===== src/rtl/mlp_argmax_scorer.sv =====
// ---------------------------------------------------------------------------
// mlp_argmax_scorer
//
// Scoring stage at the end of the MLP. Each test case arrives as a serial
// stream of output-layer values. The block keeps a running maximum to find
// the argmax, compares it with the case's true label, and counts correct
// classifications over a full run of test cases. When the run ends it holds
// done_o high with the final accuracy count.
//
// Ports:
//   clk_i          rising-edge clock
//   rst_ni         asynchronous active-low reset
//   start_i        begins a run; only looked at in IDLE or DONE
//   in_valid_i     in_value_i / in_label_i carry an element
//   in_ready_o     an element is accepted this cycle if in_valid_i is high
//   in_value_i     one signed output-layer value
//   in_label_i     true class of the case; only taken with element 0
//   pred_valid_o   one-cycle pulse per finished case
//   pred_label_o   argmax index, meaningful while pred_valid_o
//   pred_correct_o argmax matches the label, meaningful while pred_valid_o
//   done_o         run complete, held until the next start or reset
//   accuracy_o     number of correctly classified cases so far
// ---------------------------------------------------------------------------
module mlp_argmax_scorer #(
  parameter int n                          = 8,
  parameter int size_of_output_layer       = 10,
  parameter int clog2_size_of_output_layer = 4,
  parameter int number_of_test_cases       = 750,
  parameter int clog2_number_of_test_cases = 10
) (
  input  logic                                  clk_i,
  input  logic                                  rst_ni,
  input  logic                                  start_i,
  input  logic                                  in_valid_i,
  output logic                                  in_ready_o,
  input  logic [n-1:0]                          in_value_i,
  input  logic [clog2_size_of_output_layer-1:0] in_label_i,
  output logic                                  pred_valid_o,
  output logic [clog2_size_of_output_layer-1:0] pred_label_o,
  output logic                                  pred_correct_o,
  output logic                                  done_o,
  output logic [clog2_number_of_test_cases-1:0] accuracy_o
);

  localparam logic [clog2_size_of_output_layer-1:0] LastElem =
    clog2_size_of_output_layer'(size_of_output_layer - 1);
  localparam logic [clog2_size_of_output_layer-1:0] ElemOne =
    clog2_size_of_output_layer'(1);
  localparam logic [clog2_number_of_test_cases-1:0] LastCase =
    clog2_number_of_test_cases'(number_of_test_cases - 1);
  localparam logic [clog2_number_of_test_cases-1:0] CaseOne =
    clog2_number_of_test_cases'(1);

  typedef enum logic [1:0] {
    IDLE,
    COLLECT,
    DECIDE,
    DONE
  } state_t;

  state_t                                  state_q, state_d;
  logic signed [n-1:0]                     bestValue_q, bestValue_d;
  logic [clog2_size_of_output_layer-1:0]   bestIdx_q, bestIdx_d;
  logic [clog2_size_of_output_layer-1:0]   labelReg_q, labelReg_d;
  logic [clog2_size_of_output_layer-1:0]   elemIdx_q, elemIdx_d;
  logic [clog2_number_of_test_cases-1:0]   caseIdx_q, caseIdx_d;
  logic [clog2_number_of_test_cases-1:0]   correctCount_q, correctCount_d;

  // State and datapath registers. Reset clears everything, which also
  // throws away any case that was only partly collected.
  always_ff @(posedge clk_i or negedge rst_ni) begin
    if (!rst_ni) begin
      state_q        <= IDLE;
      bestValue_q    <= '0;
      bestIdx_q      <= '0;
      labelReg_q     <= '0;
      elemIdx_q      <= '0;
      caseIdx_q      <= '0;
      correctCount_q <= '0;
    end else begin
      state_q        <= state_d;
      bestValue_q    <= bestValue_d;
      bestIdx_q      <= bestIdx_d;
      labelReg_q     <= labelReg_d;
      elemIdx_q      <= elemIdx_d;
      caseIdx_q      <= caseIdx_d;
      correctCount_q <= correctCount_d;
    end
  end

  // Next-state logic. Element 0 seeds the running maximum unconditionally.
  // Later elements replace it only when strictly larger, so ties keep the
  // lowest index. DECIDE lasts one cycle and is where the score is updated.
  always_comb begin
    state_d        = state_q;
    bestValue_d    = bestValue_q;
    bestIdx_d      = bestIdx_q;
    labelReg_d     = labelReg_q;
    elemIdx_d      = elemIdx_q;
    caseIdx_d      = caseIdx_q;
    correctCount_d = correctCount_q;

    unique case (state_q)
      IDLE, DONE: begin
        if (start_i) begin
          state_d        = COLLECT;
          elemIdx_d      = '0;
          caseIdx_d      = '0;
          correctCount_d = '0;
        end
      end

      COLLECT: begin
        if (in_valid_i) begin
          if (elemIdx_q == '0) begin
            bestValue_d = $signed(in_value_i);
            bestIdx_d   = '0;
            labelReg_d  = in_label_i;
          end else if ($signed(in_value_i) > bestValue_q) begin
            bestValue_d = $signed(in_value_i);
            bestIdx_d   = elemIdx_q;
          end

          if (elemIdx_q == LastElem) begin
            elemIdx_d = '0;
            state_d   = DECIDE;
          end else begin
            elemIdx_d = elemIdx_q + ElemOne;
          end
        end
      end

      DECIDE: begin
        if (bestIdx_q == labelReg_q) begin
          correctCount_d = correctCount_q + CaseOne;
        end
        if (caseIdx_q == LastCase) begin
          state_d = DONE;
        end else begin
          caseIdx_d = caseIdx_q + CaseOne;
          state_d   = COLLECT;
        end
      end

      default: state_d = IDLE;
    endcase
  end

  // Outputs are decoded purely from registered state, so no input reaches
  // an output combinationally. The prediction fields are forced to zero
  // outside DECIDE so they never show a stale case.
  assign in_ready_o     = (state_q == COLLECT);
  assign pred_valid_o   = (state_q == DECIDE);
  assign pred_label_o   = (state_q == DECIDE) ? bestIdx_q : '0;
  assign pred_correct_o = (state_q == DECIDE) && (bestIdx_q == labelReg_q);
  assign done_o         = (state_q == DONE);
  assign accuracy_o     = correctCount_q;

endmodule


===== config.mk =====
export PLATFORM = sky130hd
export DESIGN_NAME = mlp_argmax_scorer
export DESIGN_NICKNAME = d
export VERILOG_FILES = /design/src/rtl/mlp_argmax_scorer.sv
export SDC_FILE = /design/constraint.sdc
export NUM_CORES = 1
export LEC_CHECK = 0
export CAP_MARGIN = 10
export CORE_MARGIN = 2
export CORE_UTILIZATION = 35
export CTS_CLUSTER_SIZE = 40
export DETAILED_ROUTE_END_ITERATION = 10
export DONT_BUFFER_PORTS = 1
export SLEW_MARGIN = 25
export SYNTH_ARGS = -nofsm -noshare
export SYNTH_HDL_FRONTEND = slang
export SYNTH_SLANG_ARGS = --single-unit

===== constraint.sdc =====
create_clock -name clk_i -period 2 [get_ports clk_i]
set_input_delay 0.6 -clock clk_i [delete_from_list [all_inputs] [get_ports clk_i]]
set_output_delay 0.6 -clock clk_i [all_outputs]
set_load 0.005 [all_outputs]

==> results.yml, run 1 <==
global_route:
  antenna_found_initial: 0
  grt_pass1_wl_mm: 8.36
  grt_usage_pct: 14.1
  grt_max_degree: 43
  grt_pass1_vias: 1740
  overflow: 0
finish:
  drive_above_1_share_pct: 20.3
  nFillCells: 651
  design_area_um2: 2830
  diodes: 0
  area_growth_pct: 18.5
  nNetsFinal: 294
  finalNonFillerCells: 341
worst_setup_path:
  rr_worst_depth: 7
  crit_path_end_kind: "register"
  r2r_start: "bestValue_q[5]"
  crit_family: "compound AO/OA/AOI/OAI gates"
  arrival_ns: 2.11
  crit_type: "register to register"
  startpoint: "bestValue_q[5]"
  critPathLaunchType: "register"
  worst-path-buf-inv: 2
  critPathSlowestCell: "o21ai_0"
  path_depth: 7
  cpPeakStageDelay_ns: 0.41
  path_cells: "inv_1 > ha_4 > nand4_1 > o21ai_0 > o21ai_4 > buf_12 > mux2_4"
  critPathMaxFanout: 8
  crit_required_ns: 2.19
power:
  switching_share_pct: 38.6
  static-leakage-power_nw: 1.22
  p_sw_mw: 1.41
  ir_drop_mv: 0.410
  intPower_mw: 2.24
  pwr-share-seq_pct: 34.1
  power_density_nw_per_um2: 1290
  clkPwrFrac_pct: 16.2
  pwr-share-comb_pct: 49.6
floorplanning:
  io_pins: 34
  rows: 30
  die_x_um: 86.6
  die_h_um: 86.6
  core_um2: 6680
  start_util_pct: 35.7
  dieArea_um2: 7500
place:
  dpl_worst_slack_ns: -0.124
  dp_cells: 329
  place_area_um2: 2650
  place_congestion: 0.824
  port_buffers: 0
  dp_hpwl_mm: 3.52
timing:
  worstMarginPinSlew_ns: 0.471
  setup_tns_ns: 0
  period_minus_slack_ns: 1.92
  final-hold-violation-count: 0
  fin_skew_ns: 0.0107
  rsz0062_at_grt: "true"
  setup_viol: 0
  max_slew_margin_pct: 68.5
  finalWorstSetupSlack_ns: 0.0844
  drv_slew: 0
  max_freq_mhz: 522
  post-route-period-util_pct: 95.8
detailed_routing:
  drtAntennaViolNets: 0
  postRouteWirelength_mm: 4.92
  vias: 1770
  via_per_inst: 5.19
  drtPass1Iterations: 4
  drc: 0
  wire_per_inst_um: 14.4
  drt_iter0_markers: 43
cts:
  cts_buffers: 5
  clock_path_buffers: 2
  cts.sinks: 42
  cts-root-buf: "clkbuf_8"
  clk_pin_slew_worst_paths_ns: 0.10
  htree_levels: 2
  worstSkewPairLatency_ns: 0.31
  cts_tree: "done"
synthesis:
  synth_area_leader_cell: "dfrtp_1"
  synth_cell_types: 40
  yosys_warnings: 0
  syn_avg_cell_area_um2: 9.87
  syn_nets: 276
  synthArstFlopShare_pct: 100
  ys_seq_area_share_pct: 44.0
  synth-seq-cells: 42
  synth_top_area_share_pct: 44.0
  netlist_area_um2: 2390
  synth.area.top_cells: "dfrtp_1 (44%), ha_1 (9.4%), mux2_2 (6.1%)"
  dominantRegCellSynth: "dfrtp_1"
  syn-instance-count: 242
  synth_edf_count: 0
worst_hold_path:
  hp-class: "primary input to asynchronous set/reset pin"
flow_run:
  maxCapViolations: 0
status:
  status: "finished, final reports clean"
cell families (layout without fill, tap and decap cells):
kind of cell             count (synthesis)  in the layout  share of synthesized area [%]
AO/OA/AOI/OAI                           36             36                           9.59
XOR/XNOR                                13             13                           4.77
multiplexers                            21             21                           9.48
adder cells (fa/ha/maj)                 18             18                           9.43
buffers and inverters                   24             43                           3.93
AND/OR/NAND/NOR                         88             88                           18.8
flip-flops                              42             42                           44.0
cells in the final DEF, fill, tap and decap left out, types with 3 or more instances in the layout:
cell / count
clkbuf_8: 5
a22o_1: 3
and2_1: 4
a21oi_1: 7
dfrtp_1: 42
inv_1: 17
ha_1: 13
o21ai_0: 14
and3_1: 5
mux2i_1: 8
mux2_2: 11
nand3_1: 9
nand2_1: 25
nor3_1: 4
or3_1: 3
nand4_1: 5
buf_4: 11
nor2_1: 17
ha_4: 5
nor4_1: 3
xnor2_1: 12
per-stage QoR:
stage	util, %	power (mW)	hold slack (ns)
3_3_place_gp	39.6	2.88	0.306
3_5_place_dp	39.6	2.92	0.305
4_1_cts	41.8	3.60	0.126
2_1_floorplan	-	2.44	0.304
6_report	42.4	3.65	0.128
5_1_grt	42.4	3.95	0.133
power by group through the flow:
stage                     clock, mW  sequential, mW  combinational, mW
after floorplan                   0            1.22               1.22
after global placement            0            1.26               1.62
after detailed placement          0            1.27               1.65
after CTS                     0.619            1.25               1.74
after global routing          0.642            1.29               2.02
final                         0.593            1.25               1.81
layout make-up:
| type | instances | area (um^2) | area share [%] |
|---|---|---|---|
| Tap cell | 80 | 100 | 3.54 |
| Timing Repair Buffer | 16 | 173 | 6.10 |
| Inverter | 19 | 71.3 | 2.52 |
| Sequential cell | 42 | 1050 | 37.1 |
| Multi-Input combinational cell | 176 | 1340 | 47.4 |
| Clock buffer | 5 | 68.8 | 2.43 |
| Clock inverter | 3 | 25.0 | 0.884 |
per-layer routing:
metal	vias to the layer above	GRT usage (%)	part of all wire [%]
met2	40	22.3	48
met4	0	5.11	1.1
met3	4	4.00	5.4
li1	880	-	-
met5	-	0	0
met1	846	18.4	46
flip-flops by register name (all words and copies together) (netlist names):
register and cells:
labelReg_q 4, bestValue_q 8, elemIdx_q 4, state_q 2, bestIdx_q 4, caseIdx_q 10, accuracy_o 10
repair_timing:
action,CTS,global route
hold endpoints to repair,42,0
hold buffers,1,0
buffers inserted,1,2
pin swaps,0,2
resized for setup,3,5
endpoints found under the setup margin,5,9
Yosys cell counts, types with 2 or more instances:
master,n
nor4_1,3
nand4_1,5
nor2_1,18
inv_1,19
nand3_1,9
buf_2,2
a22o_1,3
dfrtp_1,42
o21ai_1,2
xnor2_1,12
or3_1,3
nand2b_1,3
clkbuf_1,2
a21o_1,2
nand2_1,25
mux2_2,13
mux2i_1,8
o31ai_1,2
and2_1,4
and3_1,5
a21oi_1,7
and4_1,2
o21ai_0,14
nor3_1,4
ha_1,18
path summary, 6_finish.rpt:
path / endpoint / slack, ns
max: bestValue_q[1] / 0.08
min: bestIdx_q[2] / 0.13
max reg2reg: bestValue_q[1] / 0.08
min reg2reg: caseIdx_q[6] / 0.51
max in group asynchronous: labelReg_q[1] / 1.68
min in group clk_i: labelReg_q[3] / 0.43
Note: power is estimated with default switching activity, not from simulation.
==> inputs of run 2 (changes only) <==
--- a/config.mk
+++ b/config.mk
@@ -11,6 +11,7 @@
 export CTS_CLUSTER_SIZE = 40
 export DETAILED_ROUTE_END_ITERATION = 10
 export DONT_BUFFER_PORTS = 1
+export HOLD_SLACK_MARGIN = 0.06
 export SLEW_MARGIN = 25
 export SYNTH_ARGS = -nofsm -noshare
 export SYNTH_HDL_FRONTEND = slang
==> results of run 2 <==
Final layout, timing and power as in run 1 (identical DEF).
